<file path="config.mk">
export PLATFORM = sky130hd
export DESIGN_NAME = bwt_seq_ctrl_flat
export DESIGN_NICKNAME = d
export VERILOG_FILES = /design/src/rtl/bwt_seq_ctrl_if.sv /design/src/rtl/bwt_seq_ctrl.sv /design/src/flat_wrapper.sv
export SDC_FILE = /design/constraint.sdc
export NUM_CORES = 1
export LEC_CHECK = 0
export ABC_AREA = 1
export CAP_MARGIN = 20
export CORE_UTILIZATION = 43
export DETAILED_ROUTE_END_ITERATION = 16
export MAX_ROUTING_LAYER = met4
export PLACE_DENSITY = 0.78
export SLEW_MARGIN = 5
export SYNTH_ARGS = -nofsm -noshare
export SYNTH_HDL_FRONTEND = slang
export SYNTH_SLANG_ARGS = --single-unit
</file>
<file path="constraint.sdc">
create_clock -name clk -period 1.8 [get_ports clk]
set_input_delay 0.18 -clock clk [delete_from_list [all_inputs] [get_ports clk]]
set_output_delay 0.18 -clock clk [all_outputs]
set_load 0.01 [all_outputs]
</file>
<file path="src/rtl/bwt_seq_ctrl_if.sv">
// bwt_seq_ctrl_if: single-port string RAM bus.
// The sequencer is master; the RAM is slave.
interface bwt_seq_ctrl_if #(
   parameter int len_addr = 10
) ();
   logic [len_addr-1:0] addr;
   logic                ren;
   logic                wen;
   logic [7:0]          dout;
   logic [7:0]          din;

   modport master (
      output addr, ren, wen, dout,
      input  din
   );

   modport slave (
      input  addr, ren, wen, dout,
      output din
   );
endinterface

</file>
<file path="src/rtl/bwt_seq_ctrl.sv">
// bwt_seq_ctrl: BWT phase sequencer and string RAM owner.
// Macro BWT_SCAN_TIMEOUT_EN: missing terminator ends the run in ERR.
module bwt_seq_ctrl #(
   parameter int len_addr    = 10,
   parameter int len_str_max = 1024
) (
   input  logic                clk,
   input  logic                reset,
   input  logic                start,
   input  logic                abort,
   output logic                busy,
   output logic                done,
   output logic                err,
   output logic [len_addr:0]   len_str,
   bwt_seq_ctrl_if.master      ram,
   output logic                sort_go,
   input  logic                sort_done,
   input  logic [len_addr-1:0] sort_addr,
   input  logic                sort_ren,
   input  logic                sort_wen,
   input  logic [7:0]          sort_wdata,
   output logic                emit_go,
   input  logic                emit_done,
   input  logic [len_addr-1:0] emit_addr,
   input  logic                emit_ren
);

   typedef enum logic [2:0] {
      IDLE, SCAN, SORT, EMIT, DONE_ST, ERR
   } state_t;

   localparam logic [len_addr:0] full =
      (len_addr+1)'(len_str_max);
   localparam logic [7:0] term = 8'd36;

   state_t          state;
   logic [len_addr:0] cnt;
   logic            hit;
   logic            at_end;

   // din carries the byte for cnt-1, so cnt==0 has nothing to test
   assign hit    = (cnt != '0) && (ram.din == term);
   assign at_end = (cnt == full);

   always_ff @(posedge clk or negedge reset) begin
      if (!reset) begin
         state   <= IDLE;
         cnt     <= '0;
         len_str <= '0;
         busy    <= 1'b0;
         done    <= 1'b0;
         err     <= 1'b0;
         sort_go <= 1'b0;
         emit_go <= 1'b0;
      end else begin
         sort_go <= 1'b0;
         emit_go <= 1'b0;
         done    <= 1'b0;
         if (abort) begin
            state <= IDLE;
            busy  <= 1'b0;
            err   <= 1'b0;
         end else begin
            unique case (state)
               IDLE, DONE_ST, ERR: begin
                  if (start) begin
                     state   <= SCAN;
                     busy    <= 1'b1;
                     err     <= 1'b0;
                     cnt     <= '0;
                     len_str <= '0;
                  end else if (state == DONE_ST) begin
                     state <= IDLE;
                  end
               end
               SCAN: begin
                  if (hit) begin
                     len_str <= cnt;
                     state   <= SORT;
                     sort_go <= 1'b1;
                  end else if (at_end) begin
`ifdef BWT_SCAN_TIMEOUT_EN
                     state <= ERR;
                     busy  <= 1'b0;
                     err   <= 1'b1;
`else
                     len_str <= cnt;
                     state   <= SORT;
                     sort_go <= 1'b1;
`endif
                  end else begin
                     cnt <= cnt + 1'b1;
                  end
               end
               SORT: begin
                  if (sort_done) begin
                     state   <= EMIT;
                     emit_go <= 1'b1;
                  end
               end
               EMIT: begin
                  if (emit_done) begin
                     state <= DONE_ST;
                     done  <= 1'b1;
                     busy  <= 1'b0;
                  end
               end
               default: begin
                  state <= IDLE;
                  busy  <= 1'b0;
               end
            endcase
         end
      end
   end

   always_comb begin
      ram.addr = '0;
      ram.ren  = 1'b0;
      ram.wen  = 1'b0;
      ram.dout = '0;
      unique case (state)
         SCAN: begin
            // last-address compare cycle holds the address, no wrap
            ram.addr = at_end ? '1 : cnt[len_addr-1:0];
            ram.ren  = !at_end;
         end
         SORT: begin
            ram.addr = sort_addr;
            ram.ren  = sort_ren;
            ram.wen  = sort_wen;
            ram.dout = sort_wdata;
         end
         EMIT: begin
            ram.addr = emit_addr;
            ram.ren  = emit_ren;
         end
         default: begin
         end
      endcase
   end

endmodule

</file>
<file path="src/flat_wrapper.sv">
// flat-port wrapper written by rule: the top's interface ports become plain ports
module bwt_seq_ctrl_flat 
#(
   parameter int len_addr    = 10,
   parameter int len_str_max = 1024
)
  (clk, reset, start, abort, busy, done, err, len_str, sort_go, sort_done, sort_addr, sort_ren, sort_wen, sort_wdata, emit_go, emit_done, emit_addr, emit_ren, ram_addr, ram_ren, ram_wen, ram_dout, ram_din);
  bwt_seq_ctrl_if #(.len_addr(len_addr)) ram_i ();
  input  logic clk;
  input  logic reset;
  input  logic start;
  input  logic abort;
  output logic busy;
  output logic done;
  output logic err;
  output logic [len_addr:0] len_str;
  output logic sort_go;
  input  logic sort_done;
  input  logic [len_addr-1:0] sort_addr;
  input  logic sort_ren;
  input  logic sort_wen;
  input  logic [7:0] sort_wdata;
  output logic emit_go;
  input  logic emit_done;
  input  logic [len_addr-1:0] emit_addr;
  input  logic emit_ren;
  output wire logic [$bits(ram_i.addr)-1:0] ram_addr;
  output wire logic [$bits(ram_i.ren)-1:0] ram_ren;
  output wire logic [$bits(ram_i.wen)-1:0] ram_wen;
  output wire logic [$bits(ram_i.dout)-1:0] ram_dout;
  input wire logic [$bits(ram_i.din)-1:0] ram_din;
  assign ram_addr = ram_i.addr;
  assign ram_ren = ram_i.ren;
  assign ram_wen = ram_i.wen;
  assign ram_dout = ram_i.dout;
  assign ram_i.din = ram_din;
  bwt_seq_ctrl #(.len_addr(len_addr), .len_str_max(len_str_max)) u_core (.clk(clk), .reset(reset), .start(start), .abort(abort), .busy(busy), .done(done), .err(err), .len_str(len_str), .ram(ram_i), .sort_go(sort_go), .sort_done(sort_done), .sort_addr(sort_addr), .sort_ren(sort_ren), .sort_wen(sort_wen), .sort_wdata(sort_wdata), .emit_go(emit_go), .emit_done(emit_done), .emit_addr(emit_addr), .emit_ren(emit_ren));
endmodule
</file>
==> metrics.log, run 1 <==
INFO  metric worst_setup_ep_type = output pin
INFO  metric worstSetupStartpointType = flip-flop
INFO  metric syn-num-nets = 328
INFO  metric flow.area_growth_from_synthesis = 76.2%
INFO  metric post_layout_worst_setup_margin = -0.110 ns
INFO  metric fillers = 275
INFO  metric critical_path.cell_chain = inv_2, ha_4, nand2_4, nor2_4, nand4_1, buf_4, buf_6, nand2_2, buf_6
INFO  metric failing_checks = negative setup slack
INFO  metric critical_path_buf_inv_count = 4
INFO  metric firstDrtPassIters = 5
INFO  metric clkLatencyLatePin = 0.29 ns
INFO  metric crit_start = u_core.cnt[1]
INFO  metric fp-row-count = 23
INFO  metric initial_core_util = 46.4%
INFO  metric clockBufferDepth = 2
INFO  metric rsz0062_at_grt = yes
INFO  metric detailedPlacementHpwl = 4.46 mm
INFO  metric setup_violations_final = 10
INFO  metric post_synthesis_instance_area = 0.00192 sq mm
INFO  metric max_slew_violation_total_from_the_final_report = 0
INFO  metric finish.utilization = 81.7%
INFO  metric worst_hold_slack = 0.298 ns
INFO  metric critical_path.max_fanout = 3
INFO  metric fraction_of_final_layout_cells_with_drive_strength_greater_than_1 = 30.0%
INFO  metric worst_path_dominant_cell_family = buffers and inverters
INFO  metric pre_cts_setup_slack = -0.149 ns
INFO  metric maximum_vdd_drop = 705 uV
INFO  metric cp_depth = 9
INFO  metric clock_tree.htree_level_count = 2
INFO  metric worst_ep_required_time = 1.62 ns
INFO  metric dieWidth = 68.9 um
INFO  metric vias_per_cell = 5.51
INFO  metric fin_crit_sh = 106%
INFO  metric cts_sinks = 29
INFO  metric overflow = 0
INFO  metric static_leakage_power = 1.71 nW
INFO  metric vias = 2497
INFO  metric power_density_normalized_to_cell_area = 976 mW/mm^2
INFO  metric ys_seq_elements = 29
INFO  metric drt-wirelength-per-cell = 16.2 um
INFO  metric port_buffers = 79
INFO  metric r2r_slack = 0.05 ns
INFO  metric reg2reg_from = u_core.cnt[1]
INFO  metric critical-path-top-cell-by-count = buf_6
INFO  metric final_antenna_net_count = 0
INFO  metric ys_seq_area_share = 37.8%
INFO  metric antenna_found_initial = 0
INFO  metric post_synth.cell_area_avg = 6.84 sq um
INFO  metric cts-root-buf = clkbuf_8
INFO  metric drt_iter0_drc = 241
INFO  metric routed_wirelength = 7.33 mm
INFO  metric reg2reg_to = u_core.cnt[0]
INFO  metric finalHoldViolCount = 0
INFO  metric max_cap_violations = 0
INFO  metric antenna_cells_inserted = 0
INFO  metric r2r.worst_path.cells = 10
INFO  metric grt_start_max_net_pins = 30
INFO  metric floorplan.io_pins = 81
INFO  metric drcViolationCount = 0
INFO  metric grt_pass1_wl = 10.0 mm
INFO  metric slowest_stage = dfrtp_1
INFO  metric core_area = 0.00414 sq mm
INFO  metric clkSlewWorstSetupHoldPaths = 0.07 ns
INFO  metric path_class = flip-flop to output pin
INFO  metric cts_tree = built
INFO  metric gpl.final_weighted_congestion = 0.886
INFO  metric syn_inst = 281
INFO  metric finalNetCount = 449
INFO  metric die_height = 68.9 um
INFO  metric first_global_vias = 2370
INFO  metric critPathArrivalTime = 1.73 ns
INFO  metric maxClockFrequency = 0.523 GHz
INFO  metric numCtsBuffers = 5
INFO  metric cpPeakStageDelay = 0.42 ns
INFO  metric status = complete, but fails checks
INFO  metric synth_cell_type_count = 23
INFO  metric setup.worst_path.end = ram_addr[6]
INFO  metric dieArea = 0.00474 sq mm
INFO  metric global_route.usage.total = 30.3%
INFO  metric timing.clock.skew = 0.00646 ns
INFO  metric period_needed = 1.91 ns
INFO  metric yosys_warnings = 0
INFO  metric timing.hold.worst.class = input port to async pin
cells by family after synthesis:
kind of cell             count (synthesis)  share of synthesized area, %
AND/OR/NAND/NOR                        169                          37.4
flip-flops                              29                          37.8
XOR/XNOR                                 1                         0.456
AO/OA/AOI/OAI                           31                          11.8
other                                    1                         0.195
adder cells (fa/ha/maj)                  2                          1.30
buffers and inverters                   48                          11.1
layer usage:
layer / track usage (%) / up-vias / part of all wire, %
li1: - / 1149 / -
met1: 29.8 / 1169 / 37
met2: 53.5 / 154 / 52
met3: 6.91 / 25 / 8.6
met4: 18.9 / 0 / 3.1
met5: - / - / 0
worst min path at each step:
stage                         to  slack [ns]
5_1_grt            u_core.cnt[4]        0.32
3_5_place_dp   u_core.len_str[6]        0.47
4_1_cts            u_core.cnt[2]        0.30
6_report           u_core.cnt[2]        0.30
3_3_place_gp   u_core.len_str[2]        0.46
2_1_floorplan        u_core.busy       -0.12
synth_stat cells (all sizes together):
library cell	instances	area share, %
xor2	1	0.46
nor2	38	7.6
ha	2	1.3
nand2	87	17
or2	1	0.33
clkbuf	1	0.20
a221oi	10	4.6
nand3	31	8.6
nor3	3	0.78
conb	1	0.20
nand4	5	1.6
dfrtp	29	38
o21ai	15	5.7
nand3b	4	1.6
buf	12	4.0
a21oi	6	1.6
inv	35	6.8
power by group:
part	switching, mW	leakage (nW)	internal, mW
Clock	0.274	0.0439	0.266
Combinational	1.05	1.27	0.945
Sequential	0.0584	0.401	0.708
layout by cell type, fill, tap and decap left out, types with 2 or more instances in the layout:
master           synthesis  layout
buf_12                   0       2
clkbuf_8                 0       5
nand2_2                  0       6
clkinv_2                 0       2
buf_4                    2      37
nor2_4                   0       2
nor2_2                   1       5
nand3b_1                 4       4
dlygate4sd2_1            0       8
o21ai_0                  6       6
dfrtp_1                 29      28
clkdlybuf4s50_1          0      59
nand3_2                  2       2
a221oi_1                10       2
a21oi_1                  6       6
nor3_1                   3       3
nor2_1                  37      31
a221oi_2                 0       8
nand3_1                 29      28
inv_1                   30      25
o21ai_2                  9       9
nand2_1                 87      73
buf_6                    2      18
nand2_4                  0       8
inv_2                    5      10
nand4_1                  5       5
registers in the layout, summed over array words and instances, names as in the netlist:
| signal | cells |
|---|---|
| u_core.done | 1 |
| u_core.emit_go | 1 |
| u_core.state | 3 |
| u_core.sort_go | 1 |
| u_core.cnt | 11 |
| u_core.busy | 1 |
| u_core.len_str | 11 |
what timing repair did:
item | 4_1_cts | 5_1_grt
hold buffers | 0 | 0
pin swaps | 5 | 4
cloned | 0 | 1
buffers inserted | 8 | 0
endpoints found under the setup margin | 20 | 24
resized for setup | 88 | 31
metrics by stage:
step                power [mW]  instances  instance area, sq um  setup TNS (ns)
finish                    3.31        453                  3390          -0.857
global route              3.52        453                  3390           -1.58
CTS                       3.02        452                  3240          -0.542
detailed placement        2.36        436                  3000           -1.73
global placement          2.33        436                  3000          -0.672
floorplan                 1.58        281                  1920               0
layout make-up:
type	count	area (sq um)	share of cell area, %
inverter	35	131	3.88
tap	50	62.6	1.85
clock buffer	5	68.8	2.03
sequential	29	727	21.5
timing repair buffer	127	1220	36.1
multi-input combinational	204	1160	34.2
clock inverter	3	17.5	0.517
(Power assumes the default switching activity.)
==> run 2: changes to the inputs <==
--- a/config.mk
+++ b/config.mk
@@ -8,6 +8,7 @@
 export ABC_AREA = 1
 export CAP_MARGIN = 20
 export CORE_UTILIZATION = 43
+export CTS_CLUSTER_DIAMETER = 30
 export DETAILED_ROUTE_END_ITERATION = 16
 export MAX_ROUTING_LAYER = met4
 export PLACE_DENSITY = 0.78
==> results of run 2 <==
No change in the layout: final DEF, timing and power equal those of run 1.
==> run 3: changes to the inputs <==
--- a/config.mk
+++ b/config.mk
@@ -7,11 +7,11 @@
 export LEC_CHECK = 0
 export ABC_AREA = 1
 export CAP_MARGIN = 20
-export CORE_UTILIZATION = 43
+export CORE_UTILIZATION = 39
 export CTS_CLUSTER_DIAMETER = 30
 export DETAILED_ROUTE_END_ITERATION = 16
 export MAX_ROUTING_LAYER = met4
-export PLACE_DENSITY = 0.78
+export PLACE_DENSITY = 0.74
 export SLEW_MARGIN = 5
 export SYNTH_ARGS = -nofsm -noshare
 export SYNTH_HDL_FRONTEND = slang
==> constraint.sdc (replaced) <==
create_clock -name clk -period 1.61 [get_ports clk]
set_input_delay 0.161 -clock clk [delete_from_list [all_inputs] [get_ports clk]]
set_output_delay 0.161 -clock clk [all_outputs]
set_load 0.01 [all_outputs]
==> metrics.log, run 3 (synthesis results as in run 1) <==
INFO  metric port_buffers = 79 (unchanged)
INFO  metric die_height = 72.2 um (was 68.9 um)
INFO  metric path_class = flip-flop to flip-flop (was flip-flop to output pin)
INFO  metric critPathArrivalTime = 2.12 ns (was 1.73 ns)
INFO  metric gpl.final_weighted_congestion = 0.865 (was 0.886)
INFO  metric global_route.usage.met1 = 31.2% (was 29.8%)
INFO  metric layout_commonest_cell = nand2_1 (unchanged)
INFO  metric dieArea = 0.00521 sq mm (was 0.00474 sq mm)
INFO  metric grt.busiest_layer = met2 (unchanged)
INFO  metric finalHoldViolCount = 0 (unchanged)
INFO  metric fin_crit_sh = 120%
INFO  metric grt_pass1_wl = 11.2 mm (was 10.0 mm)
INFO  metric clkSlewWorstSetupHoldPaths = 0.08 ns (was 0.07 ns)
INFO  metric vias = 2641 (was 2497)
INFO  metric static_leakage_power = 1.89 nW (was 1.71 nW)
INFO  metric first_global_vias = 2487 (was 2370)
INFO  metric layout.cells.non_filler = 498 (was 453)
INFO  metric clockBufferDepth = 2 (unchanged)
INFO  metric antenna_cells_inserted = 0 (unchanged)
INFO  metric floorplan.io_pins = 81 (unchanged)
INFO  metric status = complete, but fails checks (unchanged)
INFO  metric drcViolationCount = 0 (unchanged)
INFO  metric fp-row-count = 25 (was 23)
INFO  metric max_slew_violation_total_from_the_final_report = 0 (unchanged)
INFO  metric worstSetupStartpointType = flip-flop (unchanged)
INFO  metric worst_ep_required_time = 1.79 ns (was 1.62 ns)
INFO  metric clkLatencyLatePin = 0.30 ns (was 0.29 ns)
INFO  metric fraction_of_final_layout_cells_with_drive_strength_greater_than_1 = 40.8% (was 30.0%)
INFO  metric fillers = 309 (was 275)
INFO  metric pre_cts_setup_slack = -0.278 ns (was -0.149 ns)
INFO  metric grt_start_max_net_pins = 30 (unchanged)
INFO  metric worst_hold_slack = 0.246 ns (was 0.298 ns)
INFO  metric r2r.worst_path.cells = 13 (was 10)
INFO  metric timing.clock.skew = 0.0115 ns (was 0.00646 ns)
INFO  metric cts_tree = built (unchanged)
INFO  metric dieWidth = 72.2 um (was 68.9 um)
INFO  metric overflow = 0 (unchanged)
INFO  metric firstDrtPassIters = 5 (unchanged)
INFO  metric total_power_consumption_of_the_routed_design = 4.19 mW (was 3.31 mW)
INFO  metric drt-wirelength-per-cell = 16.2 um (about the same)
INFO  metric worst_setup_ep_type = flip-flop (was output pin)
INFO  metric gr_met3_demand_resource = 7.36% (was 6.91%)
INFO  metric maxClockFrequency = 0.516 GHz
INFO  metric post_layout_worst_setup_margin = -0.329 ns (was -0.110 ns)
INFO  metric maximum_vdd_drop = 771 uV (was 705 uV)
INFO  metric antenna_found_initial = 0 (unchanged)
INFO  metric timing.hold.worst.class = input port to async pin (unchanged)
INFO  metric vias_per_cell = 5.30 (was 5.51)
INFO  metric numCtsBuffers = 5 (unchanged)
INFO  metric period_needed = 1.94 ns
INFO  metric finalNetCount = 477 (was 449)
INFO  metric setup_violations_final = 37 (was 10)
INFO  metric flow.area_growth_from_synthesis = 91.7% (was 76.2%)
INFO  metric final_antenna_net_count = 0 (unchanged)
INFO  metric grt_use_met2 = 50.1% (was 53.5%)
INFO  metric clock_tree.htree_level_count = 2 (unchanged)
INFO  metric rsz0062_at_grt = yes (unchanged)
INFO  metric mostFrequentLayoutCells = 69 x nand2_1, 59 x clkdlybuf4s50_1, 59 x buf_4, 28 x dfrtp_1, 26 x nor2_1 (was 73 x nand2_1, 59 x clkdlybuf4s50_1, 37 x buf_4, 31 x nor2_1)
INFO  metric initial_core_util = 40.7% (was 46.4%)
INFO  metric regArea = 727 sq um (unchanged)
INFO  metric setup_tns = -4.42 ns (was -0.857 ns)
INFO  metric power_density_normalized_to_cell_area = 1140 mW/mm^2 (was 976 mW/mm^2)
INFO  metric reg.largest.list = u_core.cnt (11), u_core.len_str (11), u_core.state (3) (unchanged)
INFO  metric total_area_of_multi_input_combinational_cells = 0.00127 sq mm (was 0.00116 sq mm)
INFO  metric drt_iter0_drc = 194 (was 241)
INFO  metric global_route.usage.total = 29.6% (was 30.3%)
INFO  metric core_area = 0.00472 sq mm (was 0.00414 sq mm)
INFO  metric failing_checks = negative setup slack (unchanged)
INFO  metric routed_wirelength = 8.06 mm (was 7.33 mm)
INFO  metric detailedPlacementHpwl = 4.48 mm (was 4.46 mm)
INFO  metric placedCellCount = 474 (was 436)
INFO  metric max_cap_violations = 0 (unchanged)
INFO  metric cts-root-buf = clkbuf_8 (unchanged)
INFO  metric critical_path.max_fanout = 3 (unchanged)
INFO  metric cts_sinks = 29 (unchanged)
run 3: changes by cell type in the layout (fill, tap and decap cells not counted), moves of 3 or more:
cell           previous run  this run
a21oi_1                   6         2
buf_4                    37        59
nor2_2                    5         8
nor2_1                   31        26
buf_2                     0        15
nand2_1                  73        69
a21oi_2                   0         4
dlygate4sd2_1             8         0
nand2_2                   6         9
nand3_1                  28        24
run 3: final timing paths:
check                             startpoint                 to  slack (ns)
hold reg to reg            u_core.len_str[2]  u_core.len_str[2]        0.47
setup reg to reg               u_core.cnt[1]    u_core.state[2]       -0.33
setup / recovery               u_core.cnt[1]    u_core.state[2]       -0.33
min in group clk                   sort_done     u_core.emit_go        0.42
max in group asynchronous              reset    u_core.state[1]        1.05
hold / removal                         reset      u_core.cnt[0]        0.25
run 3: worst max-delay path: stages (launching register included):
cell	delay (ns)
dfrtp_1	0.42
inv_2	0.10
ha_4	0.15
nand3_1	0.11
nor2_2	0.20
buf_4	0.15
buf_4	0.09
buf_4	0.08
buf_4	0.09
nand2_1	0.05
nand3_2	0.11
nand3_2	0.10
nand2_1	0.10
nand2_1	0.06
run 3: routing by layer:
layer	part of all wire [%]	wire [um]
met1	38	3040
met2	51	4100
met3	7.6	614
met4	3.8	308
met5	0	0
run 3: metrics by stage:
stage | instance area [sq um] | utilization [%]
3_3_place_gp | 3170 | 67.0
2_1_floorplan | 1920 | -
4_1_cts | 3450 | 73.1
6_report | 3680 | 78.0
5_1_grt | 3680 | 78.0
3_5_place_dp | 3170 | 67.0
run 3: final cells by class:
cell class | instances | share of cell area, %
Multi-Input combinational cell | 204 | 34.6
Sequential cell | 29 | 19.7
Inverter | 35 | 3.63
Clock buffer | 7 | 2.61
Timing Repair Buffer | 155 | 37.0
Tap cell | 67 | 2.28
Clock inverter | 1 | 0.136
run 3: timing repair:
item / CTS / global route
pin swaps: 13 / 12
hold buffers: 0 / 0
setup endpoints to repair: 43 / 46
buffers inserted: 14 / 3
gates resized for setup: 104 / 70
cloned: 0 / 2
run 3: report_power, final:
part           total [mW]  leakage (nW)  switching, mW  internal (mW)
sequential          0.861         0.401         0.0697          0.791
clock               0.707        0.0542          0.320          0.386
combinational        2.63          1.43           1.37           1.26
